$ cat config.mk
export PLATFORM = sky130hd
export DESIGN_NAME = sda_reg_bus_arbiter
export DESIGN_NICKNAME = d
export VERILOG_FILES = /design/src/rtl/sda_reg_bus_arbiter.sv
export SDC_FILE = /design/constraint.sdc
export NUM_CORES = 1
export LEC_CHECK = 0
export BUFFER_PORTS_ARGS = -buffer_cell sky130_fd_sc_hd__buf_2
export CAP_MARGIN = 25
export CORE_ASPECT_RATIO = 0.5
export CORE_MARGIN = 4
export CORE_UTILIZATION = 41
export CTS_CLUSTER_SIZE = 12
export DETAILED_ROUTE_END_ITERATION = 8
export GPL_TIMING_DRIVEN = 0
export PLACE_DENSITY_LB_ADDON = 0.12
export SYNTH_ARGS = -nofsm -noshare
export SYNTH_HDL_FRONTEND = slang
export SYNTH_SLANG_ARGS = --single-unit
$ cat constraint.sdc
create_clock -name clk -period 2 [get_ports clk]
set_input_delay 0.5 -clock clk [delete_from_list [all_inputs] [get_ports clk]]
set_output_delay 0.5 -clock clk [all_outputs]
set_load 0.03 [all_outputs]
$ cat src/rtl/sda_reg_bus_arbiter.sv
// Round-robin arbiter sharing the register bus (regReq/regAck) among NumReq requesters.
// Optional ISSUE timeout with error response when SDA_REG_ARB_TIMEOUT_EN is defined.
module sda_reg_bus_arbiter #(
  parameter int NumReq        = 2,
  parameter int RegAddrWidth  = 8,
  parameter int TimeoutCycles = 255
) (
  input  logic                             clk,
  input  logic                             srst,
  input  logic [NumReq-1:0]                reqValid,
  output logic [NumReq-1:0]                reqReady,
  input  logic [NumReq-1:0]                reqWriteEn,
  input  logic [NumReq*RegAddrWidth-1:0]   reqAddr,
  input  logic [NumReq*32-1:0]             reqWData,
  input  logic [NumReq*4-1:0]              reqWStrb,
  output logic [NumReq-1:0]                respValid,
  output logic                             respErr,
  output logic [31:0]                      respRData,
  output logic                             regReq,
  input  logic                             regAck,
  output logic                             regWriteEn,
  output logic [RegAddrWidth-1:0]          regAddr,
  output logic [31:0]                      regWData,
  output logic [3:0]                       regWStrb,
  input  logic [31:0]                      regRData,
  output logic                             busIdle
);

  localparam int PtrW = (NumReq > 1) ? $clog2(NumReq) : 1;

  typedef enum logic [1:0] {IDLE, ISSUE, RESP} state_e;

  state_e                  state_q, state_d;
  logic [PtrW-1:0]         last_q, last_d;
  logic [PtrW-1:0]         gnt_q, gnt_d;
  logic [NumReq-1:0]       req_ready_q, req_ready_d;
  logic [NumReq-1:0]       resp_valid_q, resp_valid_d;
  logic [31:0]             resp_rdata_q, resp_rdata_d;
  logic                    reg_req_q, reg_req_d;
  logic                    reg_we_q, reg_we_d;
  logic [RegAddrWidth-1:0] reg_addr_q, reg_addr_d;
  logic [31:0]             reg_wdata_q, reg_wdata_d;
  logic [3:0]              reg_wstrb_q, reg_wstrb_d;
  logic                    bus_idle_q, bus_idle_d;

  logic                    pick_found;
  logic [PtrW-1:0]         pick_idx;
  logic [PtrW-1:0]         cand_idx;
  int                      cand;
  logic                    done;
  logic                    err;

`ifdef SDA_REG_ARB_TIMEOUT_EN
  logic [15:0]             tmo_cnt_q, tmo_cnt_d;
  logic                    resp_err_q, resp_err_d;
`else
  logic                    unused_timeout;
  assign unused_timeout = (TimeoutCycles != 0);
`endif

  // Round-robin search: first valid requester strictly after the last grant, wrapping.
  always_comb begin
    pick_found = 1'b0;
    pick_idx   = '0;
    cand       = 0;
    cand_idx   = '0;
    for (int i = 1; i <= NumReq; i++) begin
      cand = int'(last_q) + i;
      if (cand >= NumReq) cand = cand - NumReq;
      cand_idx = PtrW'(cand);
      if (!pick_found && reqValid[cand_idx]) begin
        pick_found = 1'b1;
        pick_idx   = cand_idx;
      end
    end
  end

  always_comb begin
    state_d      = state_q;
    last_d       = last_q;
    gnt_d        = gnt_q;
    req_ready_d  = '0;
    resp_valid_d = '0;
    resp_rdata_d = '0;
    reg_req_d    = reg_req_q;
    reg_we_d     = reg_we_q;
    reg_addr_d   = reg_addr_q;
    reg_wdata_d  = reg_wdata_q;
    reg_wstrb_d  = reg_wstrb_q;
    done         = 1'b0;
    err          = 1'b0;
`ifdef SDA_REG_ARB_TIMEOUT_EN
    tmo_cnt_d    = tmo_cnt_q;
    resp_err_d   = 1'b0;
`endif
    case (state_q)
      IDLE: begin
        if (pick_found) begin
          req_ready_d[pick_idx] = 1'b1;
          reg_req_d   = 1'b1;
          reg_we_d    = reqWriteEn[pick_idx];
          reg_addr_d  = reqAddr[int'(pick_idx)*RegAddrWidth +: RegAddrWidth];
          reg_wdata_d = reqWData[int'(pick_idx)*32 +: 32];
          reg_wstrb_d = reqWStrb[int'(pick_idx)*4 +: 4];
          last_d      = pick_idx;
          gnt_d       = pick_idx;
          state_d     = ISSUE;
`ifdef SDA_REG_ARB_TIMEOUT_EN
          tmo_cnt_d   = '0;
`endif
        end
      end
      ISSUE: begin
        if (regAck) begin
          done         = 1'b1;
          resp_rdata_d = reg_we_q ? 32'h0 : regRData;
`ifdef SDA_REG_ARB_TIMEOUT_EN
        end else if (tmo_cnt_q == 16'(TimeoutCycles - 1)) begin
          done = 1'b1;
          err  = 1'b1;
        end else begin
          tmo_cnt_d = tmo_cnt_q + 16'd1;
`endif
        end
        if (done) begin
          resp_valid_d[gnt_q] = 1'b1;
          reg_req_d   = 1'b0;
          reg_we_d    = 1'b0;
          reg_wdata_d = '0;
          reg_wstrb_d = '0;
          state_d     = RESP;
`ifdef SDA_REG_ARB_TIMEOUT_EN
          resp_err_d  = err;
`endif
        end
      end
      RESP: begin
        state_d = IDLE;
      end
      default: begin
        state_d = IDLE;
      end
    endcase
    bus_idle_d = (state_d == IDLE);
  end

  always_ff @(posedge clk) begin
    if (srst) begin
      state_q      <= IDLE;
      last_q       <= PtrW'(NumReq - 1);
      gnt_q        <= '0;
      req_ready_q  <= '0;
      resp_valid_q <= '0;
      resp_rdata_q <= '0;
      reg_req_q    <= 1'b0;
      reg_we_q     <= 1'b0;
      reg_addr_q   <= '0;
      reg_wdata_q  <= '0;
      reg_wstrb_q  <= '0;
      bus_idle_q   <= 1'b1;
`ifdef SDA_REG_ARB_TIMEOUT_EN
      tmo_cnt_q    <= '0;
      resp_err_q   <= 1'b0;
`endif
    end else begin
      state_q      <= state_d;
      last_q       <= last_d;
      gnt_q        <= gnt_d;
      req_ready_q  <= req_ready_d;
      resp_valid_q <= resp_valid_d;
      resp_rdata_q <= resp_rdata_d;
      reg_req_q    <= reg_req_d;
      reg_we_q     <= reg_we_d;
      reg_addr_q   <= reg_addr_d;
      reg_wdata_q  <= reg_wdata_d;
      reg_wstrb_q  <= reg_wstrb_d;
      bus_idle_q   <= bus_idle_d;
`ifdef SDA_REG_ARB_TIMEOUT_EN
      tmo_cnt_q    <= tmo_cnt_d;
      resp_err_q   <= resp_err_d;
`endif
    end
  end

  assign reqReady   = req_ready_q;
  assign respValid  = resp_valid_q;
  assign respRData  = resp_rdata_q;
`ifdef SDA_REG_ARB_TIMEOUT_EN
  assign respErr    = resp_err_q;
`else
  assign respErr    = 1'b0;
`endif
  assign regReq     = reg_req_q;
  assign regWriteEn = reg_we_q;
  assign regAddr    = reg_addr_q;
  assign regWData   = reg_wdata_q;
  assign regWStrb   = reg_wstrb_q;
  assign busIdle    = bus_idle_q;

endmodule

# Word-level counts from Yosys, hierarchy flattened
# Index checks and enable logic that the tools add are counted.
# Widths: inputs -> output; s select.
[op_classes] n_eq_ne=3 reduce_logical=12 addsub=4 order_cmp=8 n_shift=3 n_div=0 multipliers=0 n_mux=32 n_bitwise=5
[op_table] cell="$mux 32" n=2
[op_table] cell="$pmux 32 s2" n=1
[op_table] cell="$shiftx 64x7->32" n=1
[op_table] cell="$mux 1" n=19
[op_table] cell="$shiftx 16x5->8" n=1
[op_table] cell="$lt 1x2->1 const B" n=4
[op_table] cell="$mux 4" n=2
[op_table] cell="$pmux 4 s2" n=1
[op_table] cell="$shiftx 8x4->4" n=1
[op_table] cell="$reduce_or 3->1" n=2
[op_table] cell="$not 1->1" n=5
[op_table] cell="$logic_not 2->1" n=2
[op_table] cell="$mux 2" n=2
[op_table] cell="$ne 2x2->1 const B" n=2
[op_table] cell="$pmux 1 s2" n=2
[op_table] cell="$pmux 2 s2" n=1
[op_table] cell="$reduce_or 4->1" n=1
[op_table] cell="$add 1x2->3 const B" n=1
[op_table] cell="$ge 3x2->1 const B" n=1
[op_table] cell="$logic_and 1x1->1" n=3
[op_table] cell="$reduce_and 3->1" n=1
[op_table] cell="$add 1x1->2 const B" n=1
[op_table] cell="$demux 1 s1" n=2
[op_table] cell="$eq 2x1->1 const B" n=1
[op_table] cell="6 further kinds" n=8
[word_totals] out_inout_bits=84 rom_bits=0 ff_bits=87 ram_bits=0 inputBits=127 word_cells=79 latch_bits=0 memories=0

# Depth between registers and ports, before layout
# Gate-level depths: netlist (run 1).
[logic_depth] ltp_word=13 mapped_depth=6 mapped_depth_nobuf=3

# Least setup slack after synthesis (run 1)
# No wires, ideal clock.
[synth_path] kind="input to register" start="input reqValid[1]" end="register reg_wdata_q[14] (netlist: regWData[14])" setup_time_ps=70 t_required_ps=1930 path_slack_ps=452 stages=4 arrival_ps=1477 cell_sequence="or3_1 -> a31oi_4 -> buf_6 -> o2bb2ai_1"
[synth_via] elab_chain_len=9
[synth_rtl] element="start, declared" line="10" source="input logic [NumReq-1:0] reqValid,"
[synth_rtl] element="$mux 1 (not written as such) (2 in a row)" line="71" source="if (!pick_found && reqValid[cand_idx]) begin"
[synth_rtl] element="$mux 1" line="71"
[synth_rtl] element="$logic_not 1->1" line="71"
[synth_rtl] element="$logic_and 1x1->1" line="71"
[synth_rtl] element="$mux 1" line="71"
[synth_rtl] element="$shiftx 64x7->32" line="103" source="reg_wdata_d = reqWData[int'(pick_idx)*32 +: 32];"
[synth_rtl] element="$mux 32" line="98" source="if (pick_found) begin"
[synth_rtl] element="$pmux 32 s2" line="96" source="case (state_q)"
[synth_rtl] element="end signal, assigned" line="175" source="reg_wdata_q <= reg_wdata_d;"
[synth_rtl] element="end, declared" line="42" source="logic [31:0] reg_wdata_q, reg_wdata_d;"
# Parallel ways exist; a longest one is shown, timed or not. The select of a mux whose other input is x is not followed.
# A chain may end at the register's enable or synchronous reset.

# Worst setup path in the final report (run 1)
[layout_path] start="register state_q[0]" end="register reg_wdata_q[19] (netlist: regWData[19])"
[layout_via] elab_chain_len=3
[layout_rtl] element="start, declared" line="33" source="state_e state_q, state_d;"
[layout_rtl] element="start signal, assigned" line="166" source="state_q <= state_d;"
[layout_rtl] element="$eq 2x1->1 / $logic_not 2->1 (equally long branches)" line="96"
[layout_rtl] element="$ne 2x2->1 (no line) / $reduce_bool 2->1 (equally long branches)"
[layout_rtl] element="$reduce_and 3->1 (no line)"
# Parallel ways exist; a longest one is shown, timed or not.

==> results of run 1 <==
==> per-stage QoR <==
step	hold slack, ns	cell area [sq um]
detailed placement	0.440	4300
global placement	0.440	4300
finish	0.358	4590
CTS	0.348	4590
floorplan	0.407	3130
global route	0.345	4590
==> cell type report <==
type / instances / area, sq um / area share, %
multi-input combinational: 159 / 1270 / 27.7
inverter: 2 / 7.51 / 0.164
clock buffer: 13 / 250 / 5.45
sequential: 87 / 1740 / 38.0
clock inverter: 3 / 42.5 / 0.927
timing repair buffer: 209 / 1050 / 22.8
buffer: 19 / 110 / 2.40
tap: 96 / 120 / 2.62
==> kinds of logic (layout without fill, tap and decap cells) <==
| family | after synthesis | in the layout | share of synthesized area, % |
|---|---|---|---|
| buffers and inverters | 21 | 246 | 3.76 |
| DFF | 87 | 87 | 55.7 |
| muxes | 45 | 45 | 14.4 |
| AOI/OAI and AO/OA | 62 | 62 | 16.2 |
| and+or+nand+nor | 51 | 51 | 9.88 |
| other | 1 | 1 | 0.120 |
==> flip-flops by register name (all words and copies together), names as in the netlist <==
register,flops
busIdle,1
gnt_q,1
last_q,1
regAddr,8
regReq,1
regWData,32
regWStrb,4
regWriteEn,1
reqReady,2
respRData,32
respValid,2
state_q,2
==> critical path: cells and delay by family (launching register included) <==
family | cells | cell delay [ns]
and+or+nand+nor | 1 | 0.37
DFF | 1 | 0.37
AOI/OAI and AO/OA | 2 | 0.51
buffers and inverters | 1 | 0.21
==> power by group through the flow <==
stage | logic [uW] | clock network [uW] | registers (uW)
4_1_cts | 786 | 1670 | 1900
3_5_place_dp | 785 | 0 | 1940
6_report | 774 | 1630 | 1900
5_1_grt | 842 | 1740 | 1920
3_3_place_gp | 782 | 0 | 1940
2_1_floorplan | 268 | 0 | 2160
==> routing by layer <==
metal  wire length (um)  track usage [%]  vias to the layer above
met5                  0                0                        -
met4                124             6.40                        0
met3                901             9.86                       13
met2               3680             27.3                      120
met1               3220             19.9                     1207
li1                   -                -                     1395
==> cell usage in the layout, fill, tap and decap left out, types with 2 or more instances in the layout <==
cell / n
buf_2: 216
dfxtp_1: 87
mux2i_1: 45
o2bb2ai_1: 37
and2_1: 33
a21oi_1: 11
clkbuf_1: 10
clkbuf_16: 9
a211oi_1: 8
nor2_1: 5
buf_6: 3
nand2_1: 3
nor2b_1: 3
inv_1: 2
nand2b_1: 2
buf_4: 2
==> worst min-delay path by stage <==
| stage | start | end | slack, ns | cells past startpoint |
|---|---|---|---|---|
| 6_report | regRData[9] | respRData[9] | 0.36 | 2 |
| 5_1_grt | regRData[9] | respRData[9] | 0.34 | 2 |
| 4_1_cts | regRData[9] | respRData[9] | 0.35 | 2 |
| 3_5_place_dp | gnt_q | respValid[0] | 0.44 | 1 |
| 3_3_place_gp | regWData[29] | regWData[29] | 0.44 | 1 |
| 2_1_floorplan | gnt_q | respValid[0] | 0.41 | 1 |
==> flow_metrics.tcl, run 1 <==
set metrics [dict create \
    fin_crit_sh_pct 76.9 \
    avgRoutedWirePerCell_um 13.5 \
    p_per_area_nw_per_um2 938 \
    finalHoldViolCount 0 \
    crit_fanout 10 \
    yosysSeqAreaShare_pct 55.7 \
    p_leak_uw 0.00229 \
    synth_ff_type "dfxtp_1" \
    final_nets 614 \
    drc 0 \
    grt_util_all_layers_pct 17.4 \
    cp-end-kind "flop" \
    die_area_sq_um 9180 \
    drv_cap 0 \
    drt_iter0_markers 60 \
    fillers 655 \
    r2r_end "regWData[19]" \
    clock_latency_ns 0.33 \
    design.core.area_sq_um 7380 \
    avgViaCountPerCell 4.65 \
    cts_setup_buffers 0 \
    synth_common_cells "dfxtp_1, mux2i_1, o2bb2ai_1" \
    cts_made_buffers 9 \
    async_flop_share_pct 0 \
    dp_slack_ns 0.132 \
    wl_um 7920 \
    drive_gt1_share_pct 48.4 \
    worstSetupPathType "flop to flop" \
    dpl.hpwl_um 6300 \
    cts_buffer_depth 2 \
    ys_ff_latch 87 \
    grt_pass1_wl_um 12800 \
    place_congestion 0.762 \
    worst_pin_slew_ns 0.575 \
    rr_startpoint "state_q[0]" \
    cpMaxStageDelayCell "a31oi_4" \
    dieWidth_um 132 \
    crit_path_end "regWData[19]" \
    setup_violations 0 \
    worst_slack_ns 0.463 \
    synth_area_leaders "dfxtp_1, mux2i_1, o2bb2ai_1" \
    synth_top_area_share_pct 55.7 \
    grt_pass1_vias 2730 \
    drv_slew 0 \
    std_cell_rows 22 \
    startpoint "state_q[0]" \
    vias 2735 \
    p_int_uw 3150 \
    hold_class "input pin to flop" \
    placed_cells 572 \
    fmax_ghz 0.650 \
    postSynthCellCount 267 \
    relSlewSlack_pct 61.4 \
    initial_core_util_pct 42.4 \
    die_h_um 69.8 \
    cts_root_buffer "clkbuf_16" \
    crit_required_ns 2.26 \
    power.total_uw 4300 \
    synth_edf_count 0 \
    outcome "complete, no violations" \
    pwr-share-comb_pct 18.0 \
    htree_levels 3 \
    synth_cell_type_count 27 \
    gr-total-overflow 0 \
    cts.sinks 87 \
    post_cts_resized 0 \
    synth.net_count 394 \
    netSwitchingFraction_pct 26.7 \
    grt_max_degree 14 \
    area_growth_pct 46.6 \
    p_seq_share_pct 44.2 \
    clock_skew_ns 0.00469 \
    port_buffers 209 \
    reg2reg_slack_ns 0.46 \
    reg2reg_depth 4 \
    synth_most_common_cell "dfxtp_1" \
    p_clk_share_pct 37.8 \
    post_synth_instance_area_sq_um 3130 \
    post-route-min-period_ns 1.54 \
    arrival_ns 1.79 \
    rsz0062_at_grt "no" \
    clk_pin_slew_ns 0.06 \
    start_kind "flop" \
    io_pins 211 \
    dr.pass1.iters 4 \
    syn_area_per_cell_sq_um 11.7 \
    tns_ns 0 \
    utilization_pct 62.2 \
    switchingPower_uw 1150 \
    antenna_cells 0 \
    vdd_drop_max_mv 0.578 \
    crit_chain "or3_1, a31oi_4, buf_6, o2bb2ai_1" \
    antenna_found_initial 0 \
    yosysWarningCount 0 \
    synth_area_leader_cell "dfxtp_1" \
    drtAntennaViolNets 0 \
    holdBufCountCts 0 \
    fin_cells 588 \
    critPathMaxStageDelay_ns 0.39 \
    cts_tree "done" \
]
No activity file was read; power rests on OpenSTA's default activity.
==> run 2, diff against run 1 <==
ABC_AREA = 1   (was default)
CORE_UTILIZATION = 40   (was 41)
clock period = 1.3 ns   (was 2 ns; I/O delays follow)
==> flow_metrics.tcl, run 2 <==
set metrics [dict create \
    outcome "complete, no violations" \
    dr.pass1.iters 4 \
    drc 0 \
    synth_area_leader_cell "dfxtp_1" \
    antenna_found_initial 0 \
    hold_class "input pin to flop" \
    place_congestion 0.782 \
    grt_util_all_layers_pct 18.5 \
    wl_um 10600 \
    antenna_cells 0 \
    clk_pin_slew_ns 0.06 \
    fmax_ghz 0.824 \
    yosysSeqAreaShare_pct 45.3 \
    grt_pass1_vias 3682 \
    worst_pin_slew_ns 0.523 \
    crit_chain "buf_2" \
    critPathTopFamily "flip-flops" \
    fin_crit_sh_pct 93.4 \
    grt_max_degree 16 \
    die_h_um 77.3 \
    dieWidth_um 147 \
    synth_top_family_by_area "simple AND/OR/NAND/NOR gates" \
    layout_common_cells "buf_2, inv_1, nand3_1, dfxtp_1" \
    die_area_sq_um 11300 \
    setup_violations 0 \
    critPathMaxStageDelay_ns 0.35 \
    netSwitchingFraction_pct 31.0 \
    synth_area_leaders "dfxtp_1, nand3_1, inv_1" \
    design.core.area_sq_um 9040 \
    cpMaxStageDelayCell "dfxtp_1" \
    cts_buffer_depth 2 \
    cts.sinks 87 \
    fillers 900 \
    async_flop_share_pct 0 \
    area_growth_pct 39.3 \
    vias 3889 \
    htree_levels 3 \
    ys_ff_latch 87 \
    p_int_uw 4800 \
    arrival_ns 0.89 \
    avgViaCountPerCell 4.35 \
    synth_mux_area_share_pct 0 \
    drv_cap 0 \
    p_per_area_nw_per_um2 1300 \
    grt_pass1_wl_um 17400 \
    synth-compound-area-share_pct 6.44 \
    dpl.hpwl_um 8160 \
    cts_root_buffer "clkbuf_16" \
    avgRoutedWirePerCell_um 11.8 \
    switchingPower_uw 2160 \
    synth_cell_type_count 20 \
    postSynthCellCount 539 \
    tns_ns 0 \
    regArea_sq_um 1740 \
    worstSetupPathType "flop to primary output" \
    pwr-share-comb_pct 23.1 \
    holdWs_ns 0.200 \
    synth_top_area_share_pct 45.3 \
    crit_required_ns 0.98 \
    synth_common_cells "inv_1, nand3_1, dfxtp_1" \
    crit_buf_inv 1 \
    vdd_drop_max_mv 0.610 \
    finalHoldViolCount 0 \
    utilization_pct 59.3 \
    synth-simple-area-share_pct 28.9 \
    io_pins 211 \
    final_nets 887 \
    rsz0062_at_grt "yes" \
    synthAdderAreaFrac_pct 0 \
    post_synth_instance_area_sq_um 3840 \
    syn_area_per_cell_sq_um 7.13 \
    yosysWarningCount 0 \
    gr-total-overflow 0 \
    std_cell_rows 24 \
    p_clk_share_pct 34.6 \
    clock_latency_ns 0.33 \
    layout.cells.most_common "buf_2" \
    drv_slew 0 \
    start_kind "flop" \
    p_seq_share_pct 42.3 \
    cts_tree "done" \
    synth_most_common_cell "inv_1" \
    drtAntennaViolNets 0 \
    post-route-min-period_ns 1.21 \
    p_leak_uw 0.00315 \
    crit_fanout 2 \
    initial_core_util_pct 42.5 \
    synth.net_count 666 \
    port_buffers 209 \
    drive_gt1_share_pct 35.6 \
    cp-end-kind "primary output" \
    cts_made_buffers 9 \
    multiInputGateArea_sq_um 1360 \
    power.total_uw 6960 \
    synthXorXnorAreaFrac_pct 0 \
    relSlewSlack_pct 65.1 \
    drt_iter0_markers 147 \
    synth_ff_type "dfxtp_1" \
    synth_edf_count 0 \
    clock_skew_ns 0.00602 \
]
==> run 2: kinds of logic after synthesis <==
kind of cell           Yosys count
other                            1
AOI/OAI and AO/OA               48
DFF                             87
and+or+nand+nor                244
buffers and inverters          159
==> run 2: power groups by stage <==
stage / clock network (uW) / registers, uW / logic (uW)
2_1_floorplan: 0 / 3350 / 706
3_3_place_gp: 0 / 3000 / 1590
3_5_place_dp: 0 / 3000 / 1610
4_1_cts: 2470 / 2950 / 1610
5_1_grt: 2600 / 2970 / 1780
6_report: 2410 / 2940 / 1610
==> run 2: area by class of cell <==
cell class / instances / area share (%)
flip-flops and latches: 87 / 32.5
multi-input cells: 293 / 25.5
repair buffers: 210 / 19.7
inverters: 124 / 8.69
plain buffers: 35 / 5.33
clock buffers: 10 / 4.46
well taps: 130 / 3.04
clock inverters: 6 / 0.841
==> run 2: final timing paths <==
check                             startpoint            end  slack, ns  cells after the start
worst min register to register         gnt_q   respValid[0]       0.45                      1
worst max-delay path            regWData[16]   regWData[16]       0.09                      1
worst max register to register    state_q[1]     regAddr[6]       0.10                      7
worst min-delay path            regRData[25]  respRData[25]       0.20                      3
==> run 2: metrics by stage <==
stage	area [sq um]	worst slack (ns)	std cells
3_3_place_gp	5050	-0.00675	878
6_report	5360	0.0864	895
3_5_place_dp	5050	-0.00442	878
4_1_cts	5340	0.0204	894
5_1_grt	5360	-0.0130	895
2_1_floorplan	3840	0.191	539
==> run 2: layer usage <==
metal / track usage [%] / up-vias / wire length, um
li1: - / 2077 / -
met1: 23.8 / 1675 / 4830
met2: 30.6 / 131 / 4830
met3: 6.65 / 6 / 882
met4: 3.38 / 0 / 59
met5: 0 / - / 0
==> run 2: timing repair <==
item | CTS | global route
resized for setup | 0 | 4
buffers inserted | 0 | 1
endpoints found under the setup margin | 0 | 12
hold buffers | 0 | 0
